**src/rtl/audio_pkg.sv**
```systemverilog
// Shared constants and helpers for the receive-side audio demultiplexer.
package audio_pkg;

    localparam int WIN_LEN   = 5000;
    localparam int WIN_RECIP = 3355;
    localparam int ACC1_W    = 25;
    localparam int ACC2_W    = 26;
    localparam int FRAC_W    = 24;
    // Rounded window average, wide enough to hold the unsigned envelope (<= 4096).
    localparam int AVG_W     = 14;

    function automatic logic signed [11:0] sat12(input logic signed [15:0] v);
        if (v > 16'sd2047)
            return 12'sh7ff;
        else if (v < -16'sd2048)
            return 12'sh800;
        else
            return v[11:0];
    endfunction

endpackage

```
**src/rtl/window_avg.sv**
```systemverilog
// Integrate-and-dump over a window closed by an external pulse, then scale by
// the window reciprocal and round to nearest.
module window_avg
    import audio_pkg::*;
#(
    parameter bit SIGNED = 1'b1,
    parameter int IN_W   = 12,
    parameter int ACC_W  = ACC1_W,
    parameter int RECIP  = WIN_RECIP
) (
    input  logic             i_clk,
    input  logic             i_rst_n,
    input  logic             i_en,
    input  logic             i_wend,
    input  logic [IN_W-1:0]  i_x,
    output logic [AVG_W-1:0] o_avg
);

    localparam int PROD_W = AVG_W + FRAC_W;

    logic [ACC_W-1:0]  r_acc;
    logic [ACC_W-1:0]  r_dump;
    logic [PROD_W-1:0] r_prod;

    logic [ACC_W-1:0]  w_x_ext;
    logic [ACC_W-1:0]  w_sum;
    logic [PROD_W-1:0] w_dump_ext;
    logic [PROD_W-1:0] w_prod;

    assign w_x_ext    = {{(ACC_W-IN_W){SIGNED & i_x[IN_W-1]}}, i_x};
    assign w_sum      = r_acc + w_x_ext;
    // Operands are extended to the full product width, so the low PROD_W bits
    // of the product are exact for both signed and unsigned data.
    assign w_dump_ext = {{(PROD_W-ACC_W){SIGNED & r_dump[ACC_W-1]}}, r_dump};
    assign w_prod     = w_dump_ext * PROD_W'(RECIP);
    assign o_avg      = AVG_W'((r_prod + (PROD_W'(1) << (FRAC_W-1))) >> FRAC_W);

    always_ff @(posedge i_clk) begin
        if (!i_rst_n) begin
            r_acc  <= '0;
            r_dump <= '0;
            r_prod <= '0;
        end else begin
            if (i_en)
                r_acc <= i_wend ? '0 : w_sum;
            if (i_wend)
                r_dump <= w_sum;
            r_prod <= w_prod;
        end
    end

endmodule

```
**src/rtl/audio_demux.sv**
```systemverilog
// Recovers CH1 (window mean) and CH2 (envelope of the residual minus tracked DC)
// from the FM-demodulated composite, one output pair per subcarrier period.
module audio_demux
    import audio_pkg::*;
#(
    parameter int INPUT_WIDTH    = 12,
    parameter int OUTPUT_WIDTH   = 12,
    parameter int WIN_LEN        = audio_pkg::WIN_LEN,
    parameter int WIN_RECIP      = audio_pkg::WIN_RECIP,
    parameter int DC_SHIFT       = 6,
    parameter int CH2_GAIN_SHIFT = 1
) (
    input  logic                    clk_in,
    input  logic                    RST,
    input  logic [INPUT_WIDTH-1:0]  Module_SIG,
    input  logic                    sig_valid,
    output logic [OUTPUT_WIDTH-1:0] Audio_CH1,
    output logic [OUTPUT_WIDTH-1:0] Audio_CH2,
    output logic                    audio_valid,
    output logic                    clip
);

    localparam int CNT_W = $clog2(WIN_LEN);

    localparam logic [1:0] ST_COLD   = 2'd0;
    localparam logic [1:0] ST_PRIMED = 2'd1;
    localparam logic [1:0] ST_RUN    = 2'd2;

    logic [CNT_W-1:0]   r_cnt;
    logic [2:0]         r_vld_pipe;
    logic [1:0]         r_state;
    logic [11:0]        r_ch1_est;
    logic [AVG_W-1:0]   r_e;
    logic [AVG_W+7:0]   r_dc;

    logic               w_wend;
    logic [12:0]        w_r;
    logic [12:0]        w_abs;
    logic [AVG_W-1:0]   w_avg1;
    logic [AVG_W-1:0]   w_avg2;
    logic [AVG_W+7:0]   w_e_q8;
    logic signed [22:0] w_dc_diff;
    logic signed [22:0] w_dc_step;
    logic [AVG_W+7:0]   w_dc_next;
    logic signed [15:0] w_ch2_diff;
    logic signed [15:0] w_ch2_dev;
    logic signed [11:0] w_ch2_sat;
    logic               w_ch2_clip;

    assign w_wend = sig_valid && (r_cnt == CNT_W'(WIN_LEN-1));
    assign w_r    = {Module_SIG[INPUT_WIDTH-1], Module_SIG} - {r_ch1_est[11], r_ch1_est};
    assign w_abs  = w_r[12] ? (13'd0 - w_r) : w_r;

    window_avg #(
        .SIGNED (1'b1),
        .IN_W   (INPUT_WIDTH),
        .ACC_W  (ACC1_W),
        .RECIP  (WIN_RECIP)
    ) u_ch1_avg (
        .i_clk   (clk_in),
        .i_rst_n (RST),
        .i_en    (sig_valid),
        .i_wend  (w_wend),
        .i_x     (Module_SIG),
        .o_avg   (w_avg1)
    );

    window_avg #(
        .SIGNED (1'b0),
        .IN_W   (13),
        .ACC_W  (ACC2_W),
        .RECIP  (WIN_RECIP)
    ) u_env_avg (
        .i_clk   (clk_in),
        .i_rst_n (RST),
        .i_en    (sig_valid),
        .i_wend  (w_wend),
        .i_x     (w_abs),
        .o_avg   (w_avg2)
    );

    // The first tracked window seeds dc with the envelope itself, so CH2 starts at 0.
    assign w_e_q8     = {r_e, 8'd0};
    assign w_dc_diff  = $signed({1'b0, w_e_q8}) - $signed({1'b0, r_dc});
    assign w_dc_step  = w_dc_diff >>> DC_SHIFT;
    assign w_dc_next  = (r_state == ST_PRIMED) ? w_e_q8
                                               : 22'($signed({1'b0, r_dc}) + w_dc_step);
    assign w_ch2_diff = $signed({2'b00, r_e}) - $signed({2'b00, w_dc_next[AVG_W+7:8]});
    assign w_ch2_dev  = w_ch2_diff <<< CH2_GAIN_SHIFT;
    assign w_ch2_sat  = sat12(w_ch2_dev);
    assign w_ch2_clip = (w_ch2_dev > 16'sd2047) || (w_ch2_dev < -16'sd2048);

    always_ff @(posedge clk_in) begin
        if (!RST) begin
            r_cnt       <= '0;
            r_vld_pipe  <= '0;
            r_state     <= ST_COLD;
            r_ch1_est   <= '0;
            r_e         <= '0;
            r_dc        <= '0;
            Audio_CH1   <= '0;
            Audio_CH2   <= '0;
            audio_valid <= 1'b0;
            clip        <= 1'b0;
        end else begin
            audio_valid <= 1'b0;
            r_vld_pipe  <= {r_vld_pipe[1:0], w_wend};
            if (sig_valid)
                r_cnt <= w_wend ? '0 : r_cnt + 1'b1;
            if (r_vld_pipe[1]) begin
                r_ch1_est <= sat12({{2{w_avg1[AVG_W-1]}}, w_avg1});
                r_e       <= w_avg2;
            end
            // The first window only establishes ch1_est; nothing is emitted for it.
            if (r_vld_pipe[2]) begin
                case (r_state)
                    ST_COLD: r_state <= ST_PRIMED;
                    default: begin
                        r_state     <= ST_RUN;
                        r_dc        <= w_dc_next;
                        Audio_CH1   <= r_ch1_est;
                        Audio_CH2   <= w_ch2_sat;
                        audio_valid <= 1'b1;
                        if (w_ch2_clip)
                            clip <= 1'b1;
                    end
                endcase
            end
        end
    end

endmodule

```
**config.mk**
```make
export PLATFORM = sky130hd
export DESIGN_NAME = audio_demux
export DESIGN_NICKNAME = d
export VERILOG_FILES = /design/src/rtl/audio_pkg.sv /design/src/rtl/window_avg.sv /design/src/rtl/audio_demux.sv
export SDC_FILE = /design/constraint.sdc
export NUM_CORES = 1
export LEC_CHECK = 0
export CAP_MARGIN = 10
export CORE_MARGIN = 1
export CORE_UTILIZATION = 57
export CTS_CLUSTER_SIZE = 12
export DETAILED_ROUTE_END_ITERATION = 7
export GPL_TIMING_DRIVEN = 0
export HOLD_SLACK_MARGIN = 0.12
export PLACE_DENSITY = 0.74
export SLEW_MARGIN = 15
export SYNTH_ARGS = -nofsm -noshare
export SYNTH_HDL_FRONTEND = slang
export SYNTH_SLANG_ARGS = --single-unit
```
**constraint.sdc**
```tcl
create_clock -name clk_in -period 9.4 [get_ports clk_in]
set_input_delay 1.88 -clock clk_in [delete_from_list [all_inputs] [get_ports clk_in]]
set_output_delay 1.88 -clock clk_in [all_outputs]
set_load 0.02 [all_outputs]
```
# After elaboration in Yosys (flattened, before gate mapping)

Index checks and enable logic that the tools add are counted.

Input bits: 15
Flip-flop bits (word level): 270

Muxes and demuxes: 11
Multipliers: 2
Bitwise logic cells: 1
Reduce and logical (&&, ||, !) cells: 6
Equality and inequality tests: 2
Magnitude comparators: 4
Add/sub/neg operators: 10

Operators by type and width:

| cell                                                                           | count |
|---|---|
| 38-bit by 24-bit adder with 38-bit output, second input constant               | 2 |
| 12-bit 2-to-1 mux                                                              | 4 |
| 25-bit by 13-bit multiplier with 38-bit output, second input constant          | 1 |
| 26-bit by 12-bit multiplier with 38-bit output, second input constant          | 1 |
| 26-bit by 13-bit adder with 26-bit output                                      | 1 |
| 13-bit 2-to-1 mux                                                              | 2 |
| 26-bit 2-to-1 mux                                                              | 1 |
| 25-bit adder                                                                   | 1 |
| 25-bit 2-to-1 mux                                                              | 1 |
| 22-bit by 22-bit subtractor with 23-bit output                                 | 1 |
| 22-bit by 17-bit adder with 22-bit output                                      | 1 |
| 22-bit 2-to-1 mux                                                              | 1 |
| 16-bit by 12-bit > comparator with 1-bit output, second input constant         | 1 |
| 16-bit by 12-bit less-than comparator with 1-bit output, second input constant | 1 |
| 14-bit by 14-bit subtractor with 15-bit output                                 | 1 |
| 14-bit by 12-bit > comparator with 1-bit output, second input constant         | 1 |
| 14-bit by 12-bit less-than comparator with 1-bit output, second input constant | 1 |
| 13-bit by 1-bit adder with 13-bit output, second input constant                | 1 |
| 13-bit equality test, second input constant                                    | 1 |
| 1-bit by 13-bit subtractor with 13-bit output, first input constant            | 1 |
| 12-bit by 12-bit subtractor with 13-bit output                                 | 1 |
| 2-bit AND reduction                                                            | 2 |
| 3-bit AND reduction                                                            | 1 |
| 2-bit by 1-bit equality test with 1-bit output, second input constant          | 1 |
| 6 further kinds                                                                | 6 |

# Logic depth before layout (Yosys ltp)

Gate-level depths: netlist (run 1).

Depth after elaboration: 7
Depth in mapped cells: 35
Depth with buffers taken out: 34

# By module

From an unflattened synthesis (run 1), not the netlist that was laid out.

Cells, all modules: 3042
Area, all modules: 25879.8 um^2

By module, submodules not included:

| module                 | instances | area an instance (um^2) | cells each |
|---|---|---|---|
| window_avg (u_ch1_avg) | 1         | 9897.0                  | 1155 |
| window_avg (u_env_avg) | 1         | 9266.4                  | 1051 |
| audio_demux            | 1         | 6716.4                  | 836 |

# Worst setup path before layout (run 1)

OpenSTA, ideal clock, no wires.

Path type: in2reg
From: input Module_SIG[0]
To: register u_env_avg.r_dump[21]
Setup slack: 2148 ps
Stages on the path: 32
Buffers on the path: 2
Arrival: 7115 ps
Library setup time: 137 ps
Path through: inv_1 > ha_1 > inv_1 > fa_1 > a21o_1 > a21oi_1 > o21ai_0 > a21oi_1 > o21bai_1 > a21oi_1 > o21bai_1 > a21oi_1 > nor2b_1 > nor3_1 > mux2i_1 > clkbuf_1 > mux2_2 > ha_1 > a21o_1 > a21oi_1 > o21bai_1 > a21oi_1 > o21bai_1 > a21oi_1 > o21bai_1 > a2111o_1 > a31o_2 > a21o_1 > clkbuf_1 > nand2_1 > xor2_1 > a211oi_1

Longest elaborated chain between the ends: 4

Ends and longest elaborated chain:

| element                                            | line              | RTL |
|---|---|---|
| start: declaration                                 | audio_demux.sv:15 | `input logic [INPUT_WIDTH-1:0] Module_SIG,` |
| 12-bit by 12-bit subtractor with 13-bit output (*) | audio_demux.sv:51 | `assign w_r = {Module_SIG[INPUT_WIDTH-1], Module_SIG} - {r_ch1_est[11], r_ch1_est};` |
| 1-bit by 13-bit subtractor with 13-bit output      | audio_demux.sv:52 | `assign w_abs = w_r[12] ? (13'd0 - w_r) : w_r;` |
| 13-bit 2-to-1 mux (*)                              | audio_demux.sv:52 |  |
| 26-bit by 13-bit adder with 26-bit output (*)      | window_avg.sv:31  | `assign w_sum = r_acc + w_x_ext;` |
| end signal: assignment                             | window_avg.sv:47  | `r_dump <= w_sum;` |
| end: declaration                                   | window_avg.sv:22  | `logic [ACC_W-1:0] r_dump;` |

Every way passes the cells marked *; elsewhere a longest branch is shown, timed or not.
A chain may end at the register's enable or synchronous reset.

# Worst setup path after layout (run 1)

From: input Module_SIG[0]
To: register u_env_avg.r_dump[15]

Same word-level chain as after synthesis.

==> impl_metrics.json, run 1 <==
{
  "track_usage": 0.275,
  "drv_slew": 0,
  "hold_buffers": 0,
  "max_freq_mhz": 122,
  "wl_per_cell_um": 16.9,
  "crit_arrival_ps": 8590,
  "outcome": "completed",
  "dr.first_iter.drc_count": 1173,
  "finalSetupTns_ps": 0,
  "top_layer_used": "met5",
  "fin_cells": 3255,
  "die_h_um": 203,
  "drc": 0,
  "synth_area_leaders": "dfxtp_1 (19%), fa_1 (19%), ha_1 (19%), inv_1 (8.3%), xnor2_1 (4.9%)",
  "skew_ps": 9.36,
  "syn_avg_cell_area_sq_um": 8.73,
  "drt_wl_total_mm": 55.1,
  "dp_slack_ps": 805,
  "fin_crit_ps": 8200,
  "post-route-util": 0.626,
  "routabilityCongestion": 0.932,
  "cts_buffers": 25,
  "seq_area_sq_um": 4480,
  "syn-num-nets": 3229,
  "ys.flop_type": "dfxtp_1",
  "setup_viol_count_final": 0,
  "die_area_sq_um": 41400,
  "crit_start": "Module_SIG[0]",
  "ys_types": 76,
  "period_share": 0.873,
  "worstReg2RegEnd": "Audio_CH2[10]",
  "hold_viol": 0,
  "power_density_nw_per_um2": 93.4,
  "h-tree-depth": 1,
  "worstPathMaxFanout": 10,
  "cp.required_ps": 9790,
  "clockBufferDepth": 3,
  "routed_via_density": 5.60,
  "met3WireLength_mm": 3.11,
  "postSynthCellCount": 2648,
  "grt_pass1_wl_mm": 91.5,
  "nNetsFinal": 3295,
  "path_common_cell": "a21oi_1",
  "cp_slowest_stage_delay_ps": 470,
  "dieWidth_um": 203,
  "clk_pin_slew_worst_paths_ps": 60,
  "first_pass_iters": 6,
  "slew_headroom": 0.219,
  "portBuffers": 39,
  "synth_top_cell_area_share": 0.194,
  "ctsResizeCount": 0,
  "synth_edf_count": 0,
  "hold_depth": 1,
  "initial_core_util": 0.580,
  "detailed_place_hpwl_mm": 45.9,
  "worstMarginPinSlew_ps": 1160,
  "slowest_stage": "clkdlybuf4s50_1",
  "crit_end": "u_env_avg.r_dump[15]",
  "reg2reg_slack_ps": 1400,
  "clk-insertion-delay-late_ps": 530,
  "max_cap_violations": 0,
  "core_area_sq_um": 39800,
  "ioPinCount": 41,
  "cts_root_buffer": "clkbuf_16",
  "numClockSinks": 224,
  "vias": 18234,
  "drt-met1-wl_mm": 24.5,
  "setup_ws_ps": 1200,
  "wl_met2_mm": 26.2,
  "ir_drop_mv": 0.159,
  "ys_seq_area_frac": 0.194,
  "syn-cell-area_sq_um": 23100,
  "yosysWarningCount": 0,
  "num_rows": 73,
  "reg2regPathDepth": 32,
  "synthArstFlopShare": 0,
  "end_kind": "flop",
  "antenna_found_initial": 1,
  "grt_overflow": 0,
  "post_cts_buffers": 0,
  "fillCellCount": 3416,
  "cts_tree": "done",
  "reg2reg_from": "r_e[0]",
  "worst-setup-path-type": "input port to flop",
  "rsz0062_at_grt": "no",
  "drive_gt1_frac": 0.0238,
  "ant_nets": 0,
  "dp.cells": 3212,
  "grt_pass1_vias": 18498,
  "grt_max_degree": 16,
  "hp-class": "flop to flop",
  "yosysTopAreaCell": "dfxtp_1",
  "p_leak_nw": 12.8,
  "ys_ff_latch": 224,
  "power.total_w": 0.00233,
  "multiInputGateArea_sq_um": 16400,
  "crit_path_start_kind": "input port",
  "area_delta_synth_final_pct": 7.82,
  "diodes": 0
}
==> layout make-up <==
cell class,instances,share of cell area
Buffer,69,0.0104
Inverter,516,0.0777
Sequential cell,224,0.180
Multi-Input combinational cell,1839,0.659
Clock buffer,34,0.0285
Clock inverter,9,0.00206
Tap cell,525,0.0264
Timing Repair Buffer,39,0.0157
==> worst min-delay path by stage <==
stage	startpoint	to
finish	r_vld_pipe[0]	r_vld_pipe[1]
global route	r_vld_pipe[0]	r_vld_pipe[1]
CTS	r_vld_pipe[0]	r_vld_pipe[1]
detailed placement	r_vld_pipe[0]	r_vld_pipe[1]
global placement	r_vld_pipe[0]	r_vld_pipe[1]
floorplan	r_vld_pipe[0]	r_vld_pipe[1]
==> kinds of logic after synthesis <==
logic type      Yosys count  synth area share
flops                   224             0.194
xor+xnor                195            0.0739
fa+ha+maj               567             0.378
simple gates            562             0.112
compound gates          505             0.143
buf+inv                 585            0.0951
mux                      10           0.00449
==> metal layers <==
| layer | global-route usage | up-vias |
|---|---|---|
| met3 | 0.0284 | 87 |
| li1 | - | 8828 |
| met5 | 0 | - |
| met2 | 0.477 | 490 |
| met4 | 0.0674 | 2 |
| met1 | 0.366 | 8827 |
==> cell usage after synthesis, drive strengths merged, types with 6 or more instances <==
library cell and instances:
a211oi 24, a21o 44, a21oi 161, a221o 12, a22o 15, a31oi 10, a41oi 6, and2 24
and3 23, clkbuf 65, dfxtp 224, fa 220, ha 346, inv 514, mux2i 7, nand2 156
nand2b 20, nand3 58, nand4 18, nor2 189, nor2b 17, nor3 29, nor4 6, o21a 13
o21ai 111, o21bai 19, o221a 10, o22ai 11, o2bb2ai 9, o31ai 11, or3 8, xnor2 129
xor2 66
==> flip-flops by register name (all words and copies together), names as in the netlist <==
| register | cells |
|---|---|
| clip | 1 |
| r_cnt | 13 |
| u_ch1_avg.r_prod | 15 |
| r_e | 14 |
| Audio_CH1 | 12 |
| r_ch1_est | 12 |
| Audio_CH2 | 12 |
| u_ch1_avg.r_acc | 25 |
| u_ch1_avg.r_dump | 25 |
| r_state | 2 |
| u_env_avg.r_acc | 26 |
| audio_valid | 1 |
| r_dc | 22 |
| u_env_avg.r_prod | 15 |
| r_vld_pipe | 3 |
| u_env_avg.r_dump | 26 |
==> stage by stage <==
step	instance area, sq um	hold slack (ps)
2_1_floorplan	23100	412
3_3_place_gp	24200	424
3_5_place_dp	24200	439
4_1_cts	24900	453
5_1_grt	24900	474
6_report	24900	453
==> worst max-delay path: cells and delay by family <==
family | cells | cell delay [ps]
compound gates | 19 | 3610
xor+xnor | 1 | 180
fa+ha+maj | 3 | 850
buf+inv | 5 | 1080
mux | 2 | 540
simple gates | 3 | 420
==> layout by cell type (no fill, tap or decap), types with 19 or more instances in the layout <==
master,count
nand2_1,156
a21oi_1,160
ha_1,346
clkbuf_16,25
clkbuf_1,69
nand2b_1,20
a211oi_1,24
clkdlybuf4s50_1,39
xor2_1,66
and2_1,24
fa_1,220
o21ai_0,107
nand3_1,58
a21o_1,44
nor3_1,29
o21bai_1,19
inv_1,513
nor2_1,188
dfxtp_1,224
xnor2_1,129
and3_1,23
==> power by group <==
group          switching [W]  total (W)  internal [W]  leakage [nW]
Clock               0.000399   0.000924      0.000525         0.381
Combinational       0.000245   0.000405      0.000160          10.6
Sequential         0.0000188   0.000997      0.000978          1.81
Total               0.000663    0.00233       0.00166          12.8
(Power assumes the default switching activity.)
==> run 2: changes to the inputs <==
- SKIP_LAST_GASP: unset -> 1
==> results of run 2 <==
The final DEF is identical to that of run 1; final timing and power are the same.
